==> config.mk <==
export PLATFORM = sky130hd
export DESIGN_NAME = share_arbiter
export DESIGN_NICKNAME = d
export VERILOG_FILES = /design/src/rtl/arb_pkg.sv /design/src/rtl/share_arbiter_hold_timer.sv /design/src/rtl/share_arbiter.sv
export SDC_FILE = /design/constraint.sdc
export NUM_CORES = 1
export LEC_CHECK = 0
export CAP_MARGIN = 10
export CORE_AREA = 3 3 40 42
export DETAILED_ROUTE_END_ITERATION = 6
export DIE_AREA = 0 0 43 45
export SYNTH_ARGS = -nofsm -noshare
export SYNTH_HDL_FRONTEND = slang
export SYNTH_SLANG_ARGS = --single-unit
export TNS_END_PERCENT = 20
==> constraint.sdc <==
create_clock -name clk -period 3.6 [get_ports clk]
set_input_delay 0.36 -clock clk [delete_from_list [all_inputs] [get_ports clk]]
set_output_delay 0.36 -clock clk [all_outputs]
set_load 0.02 [all_outputs]
==> src/rtl/arb_pkg.sv <==
// ============================================================================
// arb_pkg: shared state encoding and requester-index helpers for share_arbiter
// Rev 1.0
// ============================================================================
`default_nettype none

package arb_pkg;

   typedef enum logic [1:0] {
      S_IDLE = 2'd0,
      S_OWN  = 2'd1,
      S_GAP  = 2'd2
   } statetype;

   localparam logic REQ0 = 1'b0;
   localparam logic REQ1 = 1'b1;

   function automatic logic [1:0] onehot2(input logic idx);
      logic [1:0] v;
      v = 2'b00;
      if (idx == REQ1) v[1] = 1'b1;
      else             v[0] = 1'b1;
      return v;
   endfunction

endpackage

`default_nettype wire

==> src/rtl/share_arbiter_hold_timer.sv <==
// ============================================================================
// hold_timer: tenure counter for share_arbiter; expired marks the last legal cycle
// Rev 1.0
// ============================================================================
`default_nettype none

module hold_timer #(
   parameter int MAX_HOLD = 4,
   parameter int CNT_W    = $clog2(MAX_HOLD)
) (
   input  logic             clk,
   input  logic             reset,
   input  logic             clear,
   input  logic             enable,
   output logic [CNT_W-1:0] count,
   output logic             expired
);

   logic [CNT_W-1:0] r_count;

   always_ff @(posedge clk or posedge reset) begin
      if (reset)       r_count <= '0;
      else if (clear)  r_count <= '0;
      else if (enable) r_count <= r_count + 1'b1;
   end

   assign count   = r_count;
   assign expired = (r_count == CNT_W'(MAX_HOLD - 1));

endmodule

`default_nettype wire

==> src/rtl/share_arbiter.sv <==
// ============================================================================
// share_arbiter: two-requester round-robin arbiter with hold limit and one dead
// cycle between owners. Rev 1.0
// ============================================================================
`default_nettype none

module share_arbiter
   import arb_pkg::*;
#(
   parameter int MAX_HOLD = 4
) (
   input  logic       clk,
   input  logic       reset,
   input  logic [1:0] req,
   input  logic [1:0] done,
   output logic [1:0] grant,
   output logic       busy,
   output logic       owner,
   output logic       timeout
);

   localparam int CNT_W = $clog2(MAX_HOLD);

   statetype         r_state, w_next_state;
   logic [1:0]       r_grant, w_next_grant;
   logic             r_busy;
   logic             r_owner, w_next_owner;
   logic             r_timeout, w_next_timeout;
   logic             w_pick_valid, w_pick;
   logic             w_tmr_clear, w_tmr_enable, w_expired;
   logic [CNT_W-1:0] w_count;

   hold_timer #(
      .MAX_HOLD (MAX_HOLD),
      .CNT_W    (CNT_W)
   ) u_hold_timer (
      .clk     (clk),
      .reset   (reset),
      .clear   (w_tmr_clear),
      .enable  (w_tmr_enable),
      .count   (w_count),
      .expired (w_expired)
   );

   // Tie goes to the requester that did not own last, so the pointer alone decides fairness.
   assign w_pick_valid = |req;
   assign w_pick       = (req == 2'b11) ? ~r_owner : req[1];

   always_comb begin
      w_next_state   = r_state;
      w_next_grant   = r_grant;
      w_next_owner   = r_owner;
      w_next_timeout = 1'b0;
      w_tmr_clear    = 1'b0;
      w_tmr_enable   = 1'b0;
      case (r_state)
         S_IDLE, S_GAP: begin
            if (w_pick_valid) begin
               w_next_state = S_OWN;
               w_next_grant = onehot2(w_pick);
               w_next_owner = w_pick;
               w_tmr_clear  = 1'b1;
            end else begin
               w_next_state = S_IDLE;
               w_next_grant = 2'b00;
            end
         end
         S_OWN: begin
            // done/withdrawal outrank the limit, so a coincident hit is not a timeout.
            if (done[r_owner] || !req[r_owner]) begin
               w_next_state = S_GAP;
               w_next_grant = 2'b00;
            end else if (w_expired) begin
               w_next_state   = S_GAP;
               w_next_grant   = 2'b00;
               w_next_timeout = 1'b1;
            end else begin
               w_tmr_enable = 1'b1;
            end
         end
         default: begin
            w_next_state = S_IDLE;
            w_next_grant = 2'b00;
         end
      endcase
   end

   always_ff @(posedge clk or posedge reset) begin
      if (reset) begin
         r_state   <= S_IDLE;
         r_grant   <= 2'b00;
         r_busy    <= 1'b0;
         r_owner   <= REQ1;
         r_timeout <= 1'b0;
      end else begin
         r_state   <= w_next_state;
         r_grant   <= w_next_grant;
         r_busy    <= |w_next_grant;
         r_owner   <= w_next_owner;
         r_timeout <= w_next_timeout;
      end
   end

   assign grant   = r_grant;
   assign busy    = r_busy;
   assign owner   = r_owner;
   assign timeout = r_timeout;

   a_grant_onehot : assert property (@(posedge clk) disable iff (reset) r_grant != 2'b11);
   a_count_bound  : assert property (@(posedge clk) disable iff (reset)
                                     (r_state != S_OWN) || (w_count <= CNT_W'(MAX_HOLD - 1)));

endmodule

`default_nettype wire

# After elaboration in Yosys (flattened, before gate mapping)
# Index checks and enable logic that the tools add are counted.
[word_totals]
ram_bits = 0
latch_bits = 0
reg_bits = 9
elab_cells = 47
mem_bits_ro = 0
mem_count = 0
input_bits = 6
out_inout_bits = 5
[classes]
n_reduce_logical = 8
muxes = 25
mul = 0
order_cmp = 1
n_bitwise = 1
add_sub_neg = 1
eq_ne = 5
div = 0
shift = 0
[op_table]
columns = ["cell", "count"]
rows = [
  ["$mux W1", 16],
  ["$mux W2", 7],
  ["$pmux W2 S2", 2],
  ["$eq A2 B2 Y1 const B", 3],
  ["$reduce_or A2 Y1", 3],
  ["$ne A3 B2 Y1 const B", 1],
  ["$add A2 B1 Y2 const B", 1],
  ["$eq A2 B1 Y1 const B", 1],
  ["$logic_not A2 Y1", 1],
  ["$lt A1 B2 Y1 const B", 1],
  ["$reduce_and A2 Y1", 1],
  ["$reduce_bool A2 Y1", 1],
  ["$logic_not A1 Y1", 1],
  ["$logic_or A1 B1 Y1", 1],
  ["$not A1 Y1", 1],
]

# Depth between registers and ports, before layout
# Gate-level depths: netlist of the first run.
[logic_depth]
word_depth = 8
mapped_depth = 5
ltp_nobuf = 5

# By module
# Synthesis of the first run repeated with hierarchy kept, for this count alone.
[hier_totals]
cells_unflattened = 40
hier_area_um2 = 431.7
[modules_own_cells]
columns = ["module", "area_each_um2", "n_inst", "seq_area_each_um2", "cells_per_inst"]
rows = [
  ["share_arbiter", 339.1, 1, 176.4, 32],
  ["hold_timer", 92.6, 1, 50.0, 8],
]

# Worst setup path before layout of the first run
# No wires, ideal clock.
[synth_timing]
path_kind = "flip-flop to flip-flop"
startpoint = "register r_owner, in the netlist owner"
endpoint = "register u_hold_timer.r_count[1], in the netlist u_hold_timer.count[1]"
required_ns = 3.474
path_buffers = 1
slack_ns = 2.095
synth_period_minus_slack_ns = 1.505
stages_incl_launch_ff = 5
setup_ns = 0.126
arrival_ns = 1.378
cell_sequence = "dfstp_2 buf_6 and4bb_1 o21bai_2 a311o_1"
[synth_between]
elab_chain_cells = 7
elab_cells_between_ends = 9
classes_between = "6 x mux; 3 x reduce/logical"
[synth_rtl]
columns = ["element", "line_no", "rtl"]
rows = [
  ["start, declared", "share_arbiter.sv:27", "logic r_owner, w_next_owner;"],
  ["start signal, assigned", "share_arbiter.sv:99", "r_owner <= w_next_owner;"],
  ["$mux W1 (implied by the code) (2 in a row)", "share_arbiter.sv:70", "if (done[r_owner] || !req[r_owner]) begin"],
  ["$logic_not A1 Y1", "share_arbiter.sv:70", ""],
  ["$logic_or A1 B1 Y1 (*)", "share_arbiter.sv:70", ""],
  ["$mux W1 (*)", "share_arbiter.sv:70", ""],
  ["$mux W1 (*)", "share_arbiter.sv:56", "case (r_state)"],
  ["$reduce_bool A2 Y1 (no source line) (*)", "--", ""],
  ["end signal, assigned", "share_arbiter_hold_timer.sv:24", "else if (enable) r_count <= r_count + 1'b1;"],
  ["end, declared", "share_arbiter_hold_timer.sv:19", "logic [CNT_W-1:0] r_count;"],
]
# Every way passes the cells marked *; elsewhere a longest branch is shown, timed or not. The select of a mux whose other input is x is not followed.
# A chain may end at the register's enable or synchronous reset.

# Final worst setup path of the first run
[layout_timing]
startpoint = "register r_owner, in the netlist owner"
endpoint = "output port owner"
[layout_rtl]
columns = ["element", "line_no", "rtl"]
rows = [
  ["end, declared", "share_arbiter.sv:18", "output logic owner,"],
]
# No word-level cell between the ends.

==> key figures, run 1 <==
Clocking
  • CTS H-tree depth: 1
  • Clock root cell: clkbuf_4
  • Setup Fix Bufs, Post-CTS: 0
  • CTS buffer count: 3
  • Worst-Skew Late Latency: approximately 250 ps
  • Sinks on Clock Net: 9
  • CTS tree: done
  • Post-CTS Hold Buffers: 0
  • CTS resizes: 0
  • Clk pin slew, worst setup/hold paths: 60 ps
  • Clock buffer depth: 2

Timing
  • Min Clock Period, post-route: around 1900 ps
  • Worst Tran Pin Value: ~340 ps
  • Setup Total Neg Slack: 0 ps
  • Fin crit share: between 50% and 60%
  • Unrepaired setup endpoints after global routing: no
  • Relative slew slack: slightly below 80%
  • Finish-stage setup viols: 0
  • Clock Skews: about 2.6 ps
  • Final worst setup slack: ~1700 ps
  • Final hold vios: 0
  • Max Clk Rate: approximately 530 MHz
  • Fin. max-slew vios: 0

Route
  • Drt pass-1 iters: 4
  • Detail Route Antenna Nets: 0
  • Via density: 5.31
  • DRT Wirelength: around 1 mm
  • DRC: 0
  • Vias post-DR: between 300 and 400
  • Routed len/inst: approximately 14 um
  • DRT iter0 DRCs: 12

Global routing
  • Total GRT Usage: between 10 and 15%
  • Global-route wire length before repair: approximately 1.6 mm
  • Vias in the first global route: 360
  • Pin count of the biggest net entering global routing: 14
  • Initial antenna violation count: 0
  • Total gr overflow: 0

Logic synthesis
  • Synth Area per Inst: between 10 and 15 um^2
  • Syn Nets: 55
  • Count of cell types in the netlist: 24
  • Post-Syn Area: between 500 and 600 um^2
  • Synth warn: 0
  • Sequential area share after synthesis: between 40% and 50%
  • Synth Register Bits: 9
  • Synth Instances: between 40 and 50

Setup path
  • Buf/Inv on CP: 1
  • Reg2reg path depth: 4
  • Top delay family on crit path: flip-flops
  • Worst Path Required: around 3200 ps
  • Critical R2R Launch: u_hold_timer.count[1]
  • FF-to-FF setup slack: 2050 ps
  • Crit Path Category: reg2out
  • Startpoint types: flip-flop
  • Reg2reg end: u_hold_timer.count[1]
  • WP data arrival: ~1500 ps
  • CP max FO: 10
  • Crit-path max cell delay: about 630 ps
  • CP max stage cell: dfstp_2
  • Setup crit end kind: output pin
  • Crit-path cells: clkdlybuf4s50_1

Placed design
  • Routability-driven placement congestion ratio: a little over 0.8
  • Pre-CTS setup slack: 1750 ps
  • Detailed placer's ending HPWL: about 780 um
  • I/O Buffers: 10
  • Placed inst area: 606 um^2

Floorplanning
  • Initial core utilization: between 30% and 40%
  • FP Rows: 13
  • Die X: 43 um
  • Core ar.: ~1300 um^2
  • Die height: ~45 um
  • Die area: 1940 um^2
  • I/O pins: 11

Power and ir drop
  • Worst vdd ir: approximately 0.00031 V
  • Combinational Power Share: 38.7%
  • Pwr Density: roughly 690 nW/um^2
  • Sequential Power Share: 43.8%
  • Power share of the clock group: roughly 18%
  • Total power: around 0.00043 W
  • Internal: between 0.0002 and 0.0003 W
  • P_sw: approximately 0.00016 W
  • Pleak: 0.267 nW
  • Sw Ratio: between 30% and 40%

Final layout
  • Final net count: 68
  • Layout Area Growth over Synthesis: 25.9%
  • Design area: 632 um^2
  • Layout cell share with drive strength beyond 1: 11.9%
  • N_diodes: 0

Hold path
  • Hold crit path type: in2async

Job
  • # Max-Cap Violations: 0

Run status
  • Outcome: complete, no violations
[per-layer routing]
| layer | track usage, % | up-vias | share of wire, % |
|---|---|---|---|
| met1 | 14.6 | 184 | 41 |
| met5 | 0 | - | 0 |
| met4 | 6.02 | 0 | 0.89 |
| met2 | 19.5 | 12 | 52 |
| li1 | - | 195 | - |
| met3 | 3.59 | 2 | 5.8 |
[layout by cell type, fill, tap and decap left out]
master,n
clkdlybuf4s50_1,10
dfrtp_1,8
nor2_1,4
a21oi_1,4
nor2b_1,3
nand2_1,3
clkbuf_4,3
nor4b_1,2
nor3_1,2
o21ai_0,2
nor4bb_1,2
inv_1,2
ha_1,2
and4bb_1,1
nor4b_4,1
a22oi_1,1
and2_1,1
a22o_1,1
nand2b_2,1
a221o_1,1
o21bai_2,1
o22ai_1,1
a311o_1,1
clkbuf_1,1
dfstp_2,1
[registers in the layout, summed over array words and instances (netlist names)]
| register | cells |
|---|---|
| busy | 1 |
| grant | 2 |
| owner | 1 |
| r_state | 2 |
| timeout | 1 |
| u_hold_timer.count | 2 |
[power groups by stage]
stage	combinational (W)	sequential, W	clock (W)
after CTS	0.000170	0.000190	0.0000788
after global placement	0.000167	0.000191	0
after detailed placement	0.000169	0.000191	0
after global routing	0.000184	0.000200	0.0000864
final	0.000168	0.000190	0.0000761
after floorplan	0.000121	0.000185	0
[layout make-up]
type,count,area [um^2]
clock buffers,4,26.3
fillers,133,653
inverters,2,7.51
multi-input cells,34,253
flip-flops and latches,9,226
well taps,15,18.8
repair buffers,10,100
[synthesized netlist by cell type (all sizes together)]
cell type,number,area [um^2]
nor2b,3,18.8
a22oi,1,7.51
and2,1,6.26
nand2,3,11.3
nor2,4,15.0
nand2b,1,8.76
dfrtp,8,200
dfstp,1,26.3
buf,1,11.3
ha,2,25.0
nor3,2,10.0
and4bb,1,12.5
inv,2,7.51
nor4bb,2,20.0
o22ai,1,6.26
nor4b,3,41.3
a21oi,4,20.0
o21ai,2,10.0
a22o,1,8.76
a221o,1,10.0
a311o,1,10.0
o21bai,1,11.3
clkbuf,1,3.75
[logic make-up (layout without fill, tap and decap cells)]
kind of cell / count (synthesis) / count (layout) / synth area share, %
simple gates: 20 / 20 / 28.7
compound gates: 12 / 12 / 16.7
flops: 9 / 9 / 45.1
buf+inv: 4 / 16 / 4.49
fa+ha+maj: 2 / 2 / 4.99
[worst max-delay path by stage]
stage | startpoint | endpoint | slack [ps] | cells past startpoint
6_report | owner | owner | 1720 | 1
5_1_grt | owner | owner | 1650 | 1
4_1_cts | owner | owner | 1720 | 1
3_5_place_dp | req[0] | u_hold_timer.count[0] | 1750 | 5
3_3_place_gp | req[0] | u_hold_timer.count[0] | 1750 | 5
2_1_floorplan | owner | u_hold_timer.count[1] | 2100 | 4
[per-stage QoR]
stage          cells  util (%)  hold slack, ps
2_1_floorplan     47         -             187
3_3_place_gp      70      47.1             526
3_5_place_dp      70      47.1             532
4_1_cts           74      49.2             371
5_1_grt           74      49.2             386
6_report          74      49.2             359
(Power assumes the default switching activity.)
==> inputs of run 2 (changes only) <==
==> constraint.sdc (replaced) <==
create_clock -name clk -period 1.8 [get_ports clk]
set_input_delay 0.18 -clock clk [delete_from_list [all_inputs] [get_ports clk]]
set_output_delay 0.18 -clock clk [all_outputs]
set_load 0.02 [all_outputs]
==> key figures, run 2 (synthesis results as in run 1) <==
Timing
  • Finish-stage setup viols: 0 (unchanged)
  • Setup Total Neg Slack: 0 ps (unchanged)
  • Relative slew slack: 76.8% (-0.22 points)
  • Worst Tran Pin Value: 348 ps (+3.23 ps)
  • Final hold vios: 0 (unchanged)
  • Unrepaired setup endpoints after global routing: no
  • WHS: 177 ps (-183 ps)
  • Fin crit share: between 90% and 100%
  • Max Clk Rate: roughly 600 MHz
  • Clock Skews: 1.01 ps (-1.57 ps)
  • Min Clock Period, post-route: 1710 ps
  • Fin. max-slew vios: 0 (unchanged)

Setup path
  • Crit Path Category: reg2out
  • Top delay family on crit path: flip-flops
  • Crit-path max cell delay: 640 ps (about the same)
  • CP max FO: 10 (unchanged)
  • CP max stage cell: dfstp_2
  • Setup crit end kind: output pin
  • Crit-path cells: clkdlybuf4s50_1
  • WP data arrival: 1530 ps (about the same)
  • Startpoint types: flip-flop
  • Worst Path Required: 1620 ps (-1620 ps)
  • Buf/Inv on CP: 1 (unchanged)

Route
  • DRT Wirelength: 952 um (-6.2%)
  • Detail Route Antenna Nets: 0 (unchanged)
  • Drt pass-1 iters: 2 (-2)
  • Vias post-DR: 399 (+1.5%)
  • Via density: 5.32 (+0.17%)
  • Routed len/inst: 12.7 um (-7.5%)
  • DRT iter0 DRCs: 3 (-9)
  • DRC: 0 (unchanged)

Power and ir drop
  • Sequential Power Share: 43.7% (about the same)
  • Combinational Power Share: 38.2% (-0.5 points)
  • Pleak: 0.272 nW (+1.8%)
  • Internal: 0.000544 W (+100%)
  • Sw Ratio: 37.4% (-0.20 points)
  • Worst vdd ir: 0.000675 V (+110%)
  • Power share of the clock group: 18.1% (+0.6 points)
  • Pwr Density: 1360 nW/um^2 (+98%)
  • P_sw: 0.000325 W (+99%)

Floorplanning
  • Die height: 45 um (unchanged)
  • Initial core utilization: 39.0% (unchanged)
  • FP Rows: 13 (unchanged)
  • Die X: 43 um (unchanged)
  • I/O pins: 11 (unchanged)
  • Core ar.: 1280 um^2 (unchanged)
  • Die area: 1940 um^2 (unchanged)

Final layout
  • Layout Area Growth over Synthesis: 27.4%
  • Most common cell after layout, fill and taps aside: clkdlybuf4s50_1
  • Post-layout util: 49.8% (+0.58 points)
  • Final net count: 69 (+1.5%)
  • Layout cell share with drive strength beyond 1: 13.3% (+1.5 points)
  • Most frequent cells in the layout: 10 x clkdlybuf4s50_1, 8 x dfrtp_1, 4 x nor2_1, 4 x a21oi_1
  • N_diodes: 0 (unchanged)
  • Filler cells: 135 (+1.5%)

Global routing
  • Total gr overflow: 0 (unchanged)
  • Initial antenna violation count: 0 (unchanged)
  • Pin count of the biggest net entering global routing: 14 (unchanged)
  • Total GRT Usage: 11.4% (-0.59 points)
  • Global-route wire length before repair: 1.55 mm (-5.5%)
  • Vias in the first global route: 372 (+3.3%)

Clocking
  • CTS buffer count: 3 (unchanged)
  • CTS resizes: 0 (unchanged)
  • Setup Fix Bufs, Post-CTS: 0 (unchanged)
  • Worst-Skew Late Latency: 260 ps (about the same)
  • CTS tree: done
  • CTS H-tree depth: 1 (unchanged)
  • Clk pin slew, worst setup/hold paths: 60 ps (about the same)
  • Sinks on Clock Net: 9 (unchanged)
  • Clock buffer depth: 2 (unchanged)
  • Post-CTS Hold Buffers: 0 (unchanged)
  • Clock root cell: clkbuf_4

Job
  • # Max-Cap Violations: 0 (unchanged)

Hold path
  • Hold crit path type: in2async

Run status
  • Outcome: complete, no violations

Placed design
  • I/O Buffers: 10 (unchanged)
  • Routability-driven placement congestion ratio: 0.747 (-10%)
  • Detailed placer's ending HPWL: 750 um (-3.9%)
==> run 2: per-stage QoR <==
step | power, W | instance area, um^2 | setup WS (ps) | instances
global route | 0.000936 | 639 | 46.5 | 75
finish | 0.000868 | 639 | 90.8 | 75
detailed placement | 0.000718 | 613 | 159 | 71
global placement | 0.000718 | 613 | 196 | 71
floorplan | 0.000611 | 502 | 295 | 47
CTS | 0.000885 | 639 | 72.3 | 75
==> run 2: power groups by stage <==
stage,clock network (W),logic (W),registers [W]
2_1_floorplan,0,0.000242,0.000369
3_3_place_gp,0,0.000335,0.000383
3_5_place_dp,0,0.000336,0.000383
4_1_cts,0.000167,0.000337,0.000381
5_1_grt,0.000179,0.000363,0.000394
6_report,0.000157,0.000331,0.000380
==> run 2: final timing paths <==
path	startpoint	endpoint	slack, ps	cells after the start
setup reg to reg	u_hold_timer.count[1]	u_hold_timer.count[1]	250	4
hold reg to reg	r_state[1]	r_state[1]	540	1
min in group clk	r_state[1]	r_state[1]	540	1
hold / removal	reset	u_hold_timer.count[0]	180	2
setup / recovery	owner	owner	90	1
max in group asynchronous	reset	owner	1330	2
==> run 2: final cells by class <==
type / count / area, um^2 / area share [%]
timing repair buffer: 11 / 108 / 16.8
tap: 15 / 18.8 / 2.94
clock buffer: 4 / 26.3 / 4.11
multi-input combinational: 34 / 253 / 39.5
inverter: 2 / 7.51 / 1.17
sequential: 9 / 226 / 35.4
==> run 2: routing by layer <==
layer  vias to the layer above  share of wire, %  GRT usage [%]
met2                         7                51           18.6
li1                        200                 -              -
met4                         0              0.84           7.23
met5                         -                 0              0
met3                         2               3.6           3.59
met1                       190                44           13.1
==> run 2: worst register-to-register path: stages, from the launching register on <==
cell and delay (ps):
dfrtp_1 410, ha_1 250, and4bb_1 320, o21bai_2 110, a311o_1 350
==> inputs of run 3 (changes only) <==
==> constraint.sdc (replaced) <==
create_clock -name clk -period 2.04 [get_ports clk]
set_input_delay 0.204 -clock clk [delete_from_list [all_inputs] [get_ports clk]]
set_output_delay 0.204 -clock clk [all_outputs]
set_load 0.02 [all_outputs]
==> key figures, run 3 (synthesis results as in run 1) <==
Run status
  • Outcome: complete, no violations

Timing
  • WHS: 207 ps (+30.4 ps)
  • Worst Tran Pin Value: 357 ps (+9.05 ps)
  • Final hold vios: 0 (unchanged)
  • Fin crit share: approximately 84%
  • Unrepaired setup endpoints after global routing: no
  • Clock Skews: 0.646 ps (-0.366 ps)
  • Setup Total Neg Slack: 0 ps (unchanged)
  • Min Clock Period, post-route: around 1700 ps
  • Finish-stage setup viols: 0 (unchanged)
  • Fin. max-slew vios: 0 (unchanged)
  • Max Clk Rate: between 500 and 600 MHz
  • Relative slew slack: 76.2% (-0.58 points)

Floorplanning
  • Die area: 1940 um^2 (unchanged)
  • FP Rows: 13 (unchanged)
  • Die X: 43 um (unchanged)
  • I/O pins: 11 (unchanged)
  • Core ar.: 1280 um^2 (unchanged)
  • Initial core utilization: 39.0% (unchanged)
  • Die height: 45 um (unchanged)

Final layout
  • Final net count: 68 (-1.4%)
  • N_diodes: 0 (unchanged)
  • Reg area: 226 um^2 (unchanged)
  • Layout Area Growth over Synthesis: 25.9%
  • Filler cells: 132 (-2.2%)
  • Design area: 632 um^2 (-1.2%)
  • Multi-input logic area: 253 um^2 (unchanged)
  • Layout cell share with drive strength beyond 1: 11.9% (-1.5 points)
  • Most frequent cells in the layout: 10 x clkdlybuf4s50_1, 8 x dfrtp_1, 4 x nor2_1, 4 x a21oi_1
  • Most common cell after layout, fill and taps aside: clkdlybuf4s50_1

Clocking
  • Clock buffer depth: 2 (unchanged)
  • Setup Fix Bufs, Post-CTS: 0 (unchanged)
  • CTS resizes: 0 (unchanged)
  • CTS tree: done
  • CTS buffer count: 3 (unchanged)
  • Sinks on Clock Net: 9 (unchanged)
  • Worst-Skew Late Latency: 250 ps (about the same)
  • Clock root cell: clkbuf_4
  • CTS H-tree depth: 1 (unchanged)
  • Post-CTS Hold Buffers: 0 (unchanged)
  • Clk pin slew, worst setup/hold paths: 60 ps (about the same)

Route
  • DRC: 0 (unchanged)
  • DRT iter0 DRCs: 12 (+9)
  • Drt pass-1 iters: 4 (+2)
  • Via density: 5.30 (-0.43%)
  • Detail Route Antenna Nets: 0 (unchanged)
  • Routed len/inst: 13.8 um (+8.8%)
  • Vias post-DR: 392 (-1.8%)
  • DRT Wirelength: 1.02 mm (+7.4%)

Setup path
  • Setup crit end kind: output pin
  • CP max stage cell: dfstp_2
  • Startpoint types: flip-flop
  • Top delay family on crit path: flip-flops
  • CP max FO: 10 (unchanged)
  • Buf/Inv on CP: 1 (unchanged)
  • Crit Path Category: reg2out
  • Worst Path Required: 1840 ps (+220 ps)
  • Crit-path cells: clkdlybuf4s50_1
  • Crit-path max cell delay: 630 ps (about the same)
  • Reg2reg path depth: 4 (unchanged)
  • WP data arrival: 1510 ps (-20 ps)
  • Stages on the worst setup path: 1 (unchanged)

Power and ir drop
  • Worst vdd ir: 0.000554 V (-18%)
  • Total power: 0.000765 W (-12%)
  • Sw Ratio: 37.5% (+0.092 points)
  • Internal: 0.000479 W (-12%)
  • Pleak: 0.267 nW (-1.8%)
  • Sequential Power Share: 44.0% (+0.3 points)
  • Power share of the clock group: 17.3% (-0.8 points)
  • Combinational Power Share: 38.7% (+0.5 points)
  • Pwr Density: 1210 nW/um^2 (-11%)
  • P_sw: 0.000287 W (-12%)

Global routing
  • Vias in the first global route: 359 (-3.5%)
  • Total gr overflow: 0 (unchanged)
  • Total GRT Usage: 12.0% (+0.59 points)
  • Pin count of the biggest net entering global routing: 14 (unchanged)
  • Initial antenna violation count: 0 (unchanged)
  • Global-route wire length before repair: 1.64 mm (+5.8%)

Job
  • # Max-Cap Violations: 0 (unchanged)

Hold path
  • Hold crit path type: in2async

Placed design
  • Detailed placer's ending HPWL: 781 um (+4.1%)
  • I/O Buffers: 10 (unchanged)
  • Routability-driven placement congestion ratio: 0.830 (+11%)
  • Placed inst area: 606 um^2 (-1.2%)
run 3: layout make-up:
type | count | area share [%]
Clock buffer | 4 | 4.16
Inverter | 2 | 1.19
Multi-Input combinational cell | 34 | 40.0
Sequential cell | 9 | 35.8
Tap cell | 15 | 2.97
Timing Repair Buffer | 10 | 15.8
run 3: layer usage:
metal | vias to the layer above | global-route usage, % | wire length (um)
met5 | - | 0 | 0
met4 | 0 | 6.02 | 9
met3 | 2 | 3.59 | 51
met2 | 13 | 19.5 | 522
met1 | 182 | 14.6 | 439
li1 | 195 | - | -
run 3: path summary, 6_finish.rpt:
path / from / slack, ps / endpoint
min in group clk: r_state[1] / 540 / r_state[1]
setup reg to reg: u_hold_timer.count[1] / 490 / u_hold_timer.count[1]
max in group asynchronous: reset / 1530 / owner
setup / recovery: owner / 330 / owner
hold / removal: reset / 210 / r_state[0]
hold reg to reg: r_state[1] / 540 / r_state[1]
run 3: metrics by stage:
| step | instances | util [%] | worst slack [ps] |
|---|---|---|---|
| after global placement | 70 | 47.1 | 350 |
| after CTS | 74 | 49.2 | 311 |
| final | 74 | 49.2 | 325 |
| after floorplan | 47 | - | 535 |
| after detailed placement | 70 | 47.1 | 341 |
| after global routing | 74 | 49.2 | 245 |
run 3: power groups by stage:
stage	combinational, W	clock (W)	sequential (W)
floorplan	0.000214	0	0.000326
global placement	0.000294	0	0.000337
detailed placement	0.000298	0	0.000338
CTS	0.000300	0.000139	0.000336
global route	0.000325	0.000153	0.000352
finish	0.000296	0.000132	0.000337
